[src/rtl/q_add_if.sv]
// q_add_if: operand/result bundle between the arithmetic wrapper and the q_add unit.
interface q_add_if #(parameter int N = 32);
    logic [N-1:0] a;
    logic [N-1:0] b;
    logic         in_valid;
    logic [N-1:0] c;
    logic         overflow;
    logic         out_valid;
    modport master(output a, b, in_valid, input c, overflow, out_valid);
    modport slave(input a, b, in_valid, output c, overflow, out_valid);
endinterface

[src/rtl/q_add.sv]
// q_add: sign-magnitude Q-format adder with saturation and a one-cycle registered result.
module q_add #(
    parameter int Q = 23,
    parameter int N = 32
) (
    input logic    clk,
    input logic    reset,
    q_add_if.slave bus
);
    if (Q < 0 || Q > N - 2 || N < 2) begin : g_bad_param
        $error("q_add: need N >= 2 and 0 <= Q <= N-2");
    end
    logic         w_sa, w_sb, w_same, w_ge, w_of, w_sgn;
    logic [N-2:0] w_ma, w_mb, w_diff, w_mag;
    logic [N-1:0] w_sum, w_c;
    logic [N-1:0] r_c;
    logic         r_of, r_ov;
    assign w_sa   = bus.a[N-1];
    assign w_sb   = bus.b[N-1];
    assign w_ma   = bus.a[N-2:0];
    assign w_mb   = bus.b[N-2:0];
    assign w_same = w_sa == w_sb;
    assign w_ge   = w_ma >= w_mb;
    assign w_sum  = {1'b0, w_ma} + {1'b0, w_mb};
    assign w_diff = w_ge ? w_ma - w_mb : w_mb - w_ma;
    assign w_of   = w_same & w_sum[N-1];
    assign w_mag  = !w_same ? w_diff : w_of ? '1 : w_sum[N-2:0];
    assign w_sgn  = (w_same || w_ge) ? w_sa : w_sb;
    // A zero magnitude is always emitted as +0, which also absorbs -0 inputs.
    assign w_c    = {w_sgn & (|w_mag), w_mag};
    always_ff @(posedge clk) begin
        if (reset) begin
            r_c  <= '0;
            r_of <= 1'b0;
            r_ov <= 1'b0;
        end else begin
            r_ov <= bus.in_valid;
            if (bus.in_valid) begin
                r_c  <= w_c;
                r_of <= w_of;
            end
        end
    end
    assign bus.c         = r_c;
    assign bus.overflow  = r_of;
    assign bus.out_valid = r_ov;
endmodule

[src/flat_wrapper.sv]
// flat-port wrapper written by rule: the top's interface ports become plain ports
module q_add_flat 
#(
    parameter int Q = 23,
    parameter int N = 32
)
  (clk, reset, bus_a, bus_b, bus_in_valid, bus_c, bus_overflow, bus_out_valid);
  q_add_if #(.N(N)) bus_i ();
  input logic clk;
  input logic reset;
  input wire logic [$bits(bus_i.a)-1:0] bus_a;
  input wire logic [$bits(bus_i.b)-1:0] bus_b;
  input wire logic [$bits(bus_i.in_valid)-1:0] bus_in_valid;
  output wire logic [$bits(bus_i.c)-1:0] bus_c;
  output wire logic [$bits(bus_i.overflow)-1:0] bus_overflow;
  output wire logic [$bits(bus_i.out_valid)-1:0] bus_out_valid;
  assign bus_i.a = bus_a;
  assign bus_i.b = bus_b;
  assign bus_i.in_valid = bus_in_valid;
  assign bus_c = bus_i.c;
  assign bus_overflow = bus_i.overflow;
  assign bus_out_valid = bus_i.out_valid;
  q_add #(.Q(Q), .N(N)) u_core (.clk(clk), .reset(reset), .bus(bus_i));
endmodule
[config.mk]
export PLATFORM = sky130hd
export DESIGN_NAME = q_add_flat
export DESIGN_NICKNAME = d
export VERILOG_FILES = /design/src/rtl/q_add_if.sv /design/src/rtl/q_add.sv /design/src/flat_wrapper.sv
export SDC_FILE = /design/constraint.sdc
export NUM_CORES = 1
export LEC_CHECK = 0
export ABC_CLOCK_PERIOD_IN_PS = 3900
export CAP_MARGIN = 20
export CORE_ASPECT_RATIO = 0.6
export CORE_MARGIN = 4
export CORE_UTILIZATION = 57
export DETAILED_ROUTE_END_ITERATION = 7
export PLACE_DENSITY = 0.83
export SETUP_SLACK_MARGIN = 0.4
export SYNTH_ARGS = -nofsm -noshare
export SYNTH_HDL_FRONTEND = slang
export SYNTH_SLANG_ARGS = --single-unit
[constraint.sdc]
create_clock -name clk -period 3.9 [get_ports clk]
set_input_delay 0.39 -clock clk [delete_from_list [all_inputs] [get_ports clk]]
set_output_delay 0.39 -clock clk [all_outputs]
set_load 0.1 [all_outputs]
==> reports/results.tsv, run 1 <==
metric	value	unit
outcome	aborted with a tool error	
step where the flow halted	4_1_cts	
Error	[ERROR DPL-0033] detailed placement checks failed during check placement.	
post-detail-place hpwl	26700	um
Ports	101	
clock root cell	clkbuf_16	
Synth Area in Adders	18.4	%
synthesized instance count	973	
die height	93.8	um
unique cell type count in the Yosys netlist	86	
H-tree Lvls	2	
clk sinks	34	
share of the synthesized area in the top cell type	17.5	%
I/O Buffers	100	
number of synthesized flops with an enable pin	0	
GP Congestion	1.09	
cell type with the largest total area after synthesis	ha_1	
syn nets	1141	
CTS Buffer Depth	2	
Netlist Area Pre-Place	7000	um2
Synth Area in Compound Gates	38.7	%
post-synthesis register bit count	34	
simple-gate share of the synthesized area	19.7	%
syn_area_per_cell	7.19	um2
Async SR Flop Fraction	0	%
Initial Utilization	58.2	%
postcts setup bufs	51	
Synth area leaders	ha_1 (18%), dfxtp_1 (9.7%), a21oi_1 (7.3%), inv_1 (5.1%), nor2_1 (4.8%)	
FP Rows	31	
Chip Width	151	um
Primary FF master, synth	dfxtp_1	
area post-placement	10500	um2
main combinational cell family by area after synthesis	compound AO/OA/AOI/OAI gates	
Num CTS Buffers	5	
Yosys warning count	0	
mux cell area share after synthesis	3.02	%
cells resized by post-CTS repair	275	
CTS Hold Bufs	0	
XOR/XNOR Fraction of Synth Area	1.25	%
Seq/Total Area, Yosys	9.73	%
[per-stage QoR]
stage | instances | setup WS, ns
after floorplan | 973 | 0.589
after global placement | 1523 | -0.593
after detailed placement | 1523 | -0.716
[Yosys cell counts, types with 4 or more instances]
master	n
a21boi_0	5
a311oi_1	4
a221oi_1	14
a211oi_1	24
a311o_1	6
o21a_1	9
a22oi_1	5
nor3_1	21
dfxtp_1	34
a21oi_1	102
nor2b_1	16
a2111o_1	4
o21bai_1	20
a211o_1	6
a31oi_1	12
buf_4	6
nand4_1	14
buf_2	19
xnor2_1	7
nand2b_1	10
and4_1	6
inv_1	95
clkbuf_1	26
nor2_1	90
ha_1	98
nor3b_1	9
o211ai_1	12
nand2_1	51
o22ai_1	10
o21ba_2	5
o221ai_1	6
o41ai_1	7
o22a_1	9
o31ai_1	14
o21ai_0	48
and2_1	6
a21o_1	13
mux2i_1	20
o311ai_0	4
nand3_1	13
or3_1	8
and3_1	9
[logic make-up after synthesis]
| family | Yosys count |
|---|---|
| AO/OA/AOI/OAI | 381 |
| XOR/XNOR | 10 |
| adder cells (fa/ha/maj) | 101 |
| buffers and inverters | 153 |
| flip-flops | 34 |
| multiplexers | 21 |
| AND/OR/NAND/NOR | 273 |
==> run 2, diff against run 1 <==
--- a/config.mk
+++ b/config.mk
@@ -7,12 +7,10 @@
 export LEC_CHECK = 0
 export ABC_CLOCK_PERIOD_IN_PS = 3900
 export CAP_MARGIN = 20
-export CORE_ASPECT_RATIO = 0.6
 export CORE_MARGIN = 4
-export CORE_UTILIZATION = 57
+export CORE_UTILIZATION = 40
 export DETAILED_ROUTE_END_ITERATION = 7
-export PLACE_DENSITY = 0.83
-export SETUP_SLACK_MARGIN = 0.4
+export PLACE_DENSITY_LB_ADDON = 0.15
 export SYNTH_ARGS = -nofsm -noshare
 export SYNTH_HDL_FRONTEND = slang
 export SYNTH_SLANG_ARGS = --single-unit
==> reports/results.tsv, run 2 <==
metric	value	unit
outcome	finished clean	
final net count	1548	
maximum clock frequency	0.258	GHz
WL/cell	17.9	um
most common cell in the synthesized netlist	a21oi_1	
syn nets	1141	
post-detail-place hpwl	23600	um
slack of the critical path	0.0285	ns
crit-path cells	clkdlybuf4s50_1 -> ha_4 -> or4_4 -> buf_4 -> nor4_4 -> o211ai_2 -> buf_4 -> a211oi_4 -> buf_4 -> a21boi_0 -> o21bai_1 -> a22oi_1 -> a2bb2oi_1 -> and4_4 -> and4_1 -> a21oi_2	
simple-gate share of the synthesized area	19.7	%
crit-path max FO	7	
Multi-input gate area	6210	um2
I/O Buffers	100	
Iter 0 DRT Violations	637	
Netlist Area Pre-Place	7000	um2
GP Congestion	0.969	
Min-Delay Path Class	reg2reg	
layout cells sized above 1	34.3	%
Yosys warning count	0	
CTS Buffer Depth	2	
GRT overflow	0	
Clk Latency, worst-skew pair	0.27	ns
Ports	101	
Reg clk slew, reported paths	0.05	ns
RSZ-0062 raised after global routing	yes	
crit path DAT	4.04	ns
number of synthesized flops with an enable pin	0	
hold depth	2	
initial antenna violation count	0	
LEAKAGE	5.26	nW
Startpoint Class	input pin	
Final setup viols	0	
Die Area	19700	um2
XOR/XNOR Fraction of Synth Area	1.25	%
filler cell count in the final layout	1578	
area post-placement	10600	um2
minimum clock period	3.87	ns
Critical Path Stages	16	
H-tree Lvls	2	
mux cell area share after synthesis	3.02	%
Core Box Area	17200	um2
diodes inserted	0	
Buf/Inv on CP	4	
kind of cell adding the most delay to the critical path	simple AND/OR/NAND/NOR gates	
first-pass GRT wire length	45400	um
synthesized instance count	973	
max cap viols	0	
First-pass DRT Iterations	5	
Num CTS Buffers	5	
Slowest cell on crit path	clkdlybuf4s50_1	
vias in the first global route	9029	
WS Path Type	in2reg	
Chip Width	140	um
DRC Markers	0	
Largest stage delay, worst path	0.54	ns
worst vdd ir	272	uV
clock root cell	clkbuf_16	
register area	681	um2
max FFs per register	32	
Primary FF master, synth	dfxtp_1	
syn_area_per_cell	7.19	um2
Power Dens Cells	268	nW/um2
Synth Area in Adders	18.4	%
CTS tree	yes	
Seq/Total Area, Yosys	9.73	%
Synth Area in Compound Gates	38.7	%
clk sinks	34	
Initial Utilization	40.6	%
Total GRT Usage	27.8	%
FP Rows	48	
Worst path most repeated cell	buf_4	
Fin. Hold Viols	0	
via/cell ratio	5.72	
fin area	11400	um2
Worst Skew	0	ns
share of the synthesized area in the top cell type	17.5	%
DRT Wirelength	28700	um
worst reg2reg path depth	7	
main combinational cell family by area after synthesis	compound AO/OA/AOI/OAI gates	
pre-CTS setup slack	-0.496	ns
Synth area leaders	ha_1 (18%), dfxtp_1 (9.7%), a21oi_1 (7.3%), inv_1 (5.1%), nor2_1 (4.8%)	
final worst path period share	99.3	%
post-synthesis register bit count	34	
Final Max Tran Viols	0	
vias	9184	
worst-margin pin slew	1.02	ns
Antenna Nets Post-Route	0	
CP Data Required Time	4.07	ns
unique cell type count in the Yosys netlist	86	
commonest non-fill, non-tap cells in the layout	buf_4 (350), inv_1 (92), a21oi_1 (92)	
Post-synth top cells	a21oi_1 (102), ha_1 (98), inv_1 (95), nor2_1 (90), nand2_1 (51)	
max_slew headroom	31.8	%
Async SR Flop Fraction	0	%
largest net degree at the start of global routing	59	
commonest non-fill, non-tap cell in the layout	buf_4	
cell type with the largest total area after synthesis	ha_1	
endpoint class of the critical path	flip-flop	
Synth-to-Final Area Change	63.0	%
die height	140	um
run 2: final timing paths:
kind	from	slack (ns)	to
setup / recovery	bus_a[11]	0.03	u_core.bus.c[31]
hold / removal	u_core.bus.c[2]	0.48	u_core.bus.c[2]
setup reg to reg	u_core.bus.c[31]	2.28	u_core.bus.c[31]
hold reg to reg	u_core.bus.c[2]	0.48	u_core.bus.c[2]
run 2: area by class of cell:
type	count	area share, %
Inverter	97	3.19
Multi-Input combinational cell	786	54.4
Tap cell	225	2.47
Sequential cell	34	5.97
Timing Repair Buffer	456	32.5
Clock buffer	8	1.46
run 2: report_power, final:
| part | total, mW | leakage (nW) | internal (mW) | switching [mW] |
|---|---|---|---|---|
| registers | 0.409 | 0.282 | 0.387 | 0.0224 |
| logic | 2.22 | 4.89 | 0.977 | 1.24 |
| clock network | 0.427 | 0.0832 | 0.289 | 0.138 |
run 2: timing repair:
action | 4_1_cts | 5_1_grt
gates cloned | 0 | 0
pin swaps | 25 | 21
resized for setup | 63 | 56
buffers inserted | 11 | 3
hold buffers | 0 | 0
endpoints found under the setup margin | 3 | 19
run 2: cell families after synthesis:
group,count (synthesis)
buffers and inverters,153
flip-flops,34
XOR/XNOR,10
AND/OR/NAND/NOR,273
AO/OA/AOI/OAI,381
adder cells (fa/ha/maj),101
multiplexers,21
run 2: routing by layer:
metal,global-route usage (%),part of all wire (%),vias up
li1,-,-,4432
met1,33.9,41,4332
met2,50.9,50,336
met3,2.70,5.3,84
met4,9.18,3.8,0
met5,0,0,-
run 2: tightest hold or removal path: cells and delay by family (launching register included):
kind / cells / cell delay [ns]
AND/OR/NAND/NOR: 1 / 0.06
flip-flops: 1 / 0.31
AO/OA/AOI/OAI: 1 / 0.06
run 2: stage by stage:
step	total power [mW]	setup TNS [ns]	std cells	utilization (%)	hold slack, ns
CTS	2.96	0	1603	64.5	0.481
finish	3.05	0	1606	66.1	0.480
floorplan	1.53	0	973	-	0.668
global route	3.22	-0.109	1606	66.1	0.508
detailed placement	2.45	-4.54	1584	61.5	0.469
global placement	2.45	-3.32	1584	61.5	0.465
Power figures use the tool's default switching activity.
==> run 3, diff against run 2 <==
--- a/config.mk
+++ b/config.mk
@@ -10,6 +10,7 @@
 export CORE_MARGIN = 4
 export CORE_UTILIZATION = 40
 export DETAILED_ROUTE_END_ITERATION = 7
+export HOLD_SLACK_MARGIN = 0.08
 export PLACE_DENSITY_LB_ADDON = 0.15
 export SYNTH_ARGS = -nofsm -noshare
 export SYNTH_HDL_FRONTEND = slang
==> results of run 3 <==
Final layout, timing and power as in run 2 (identical DEF).
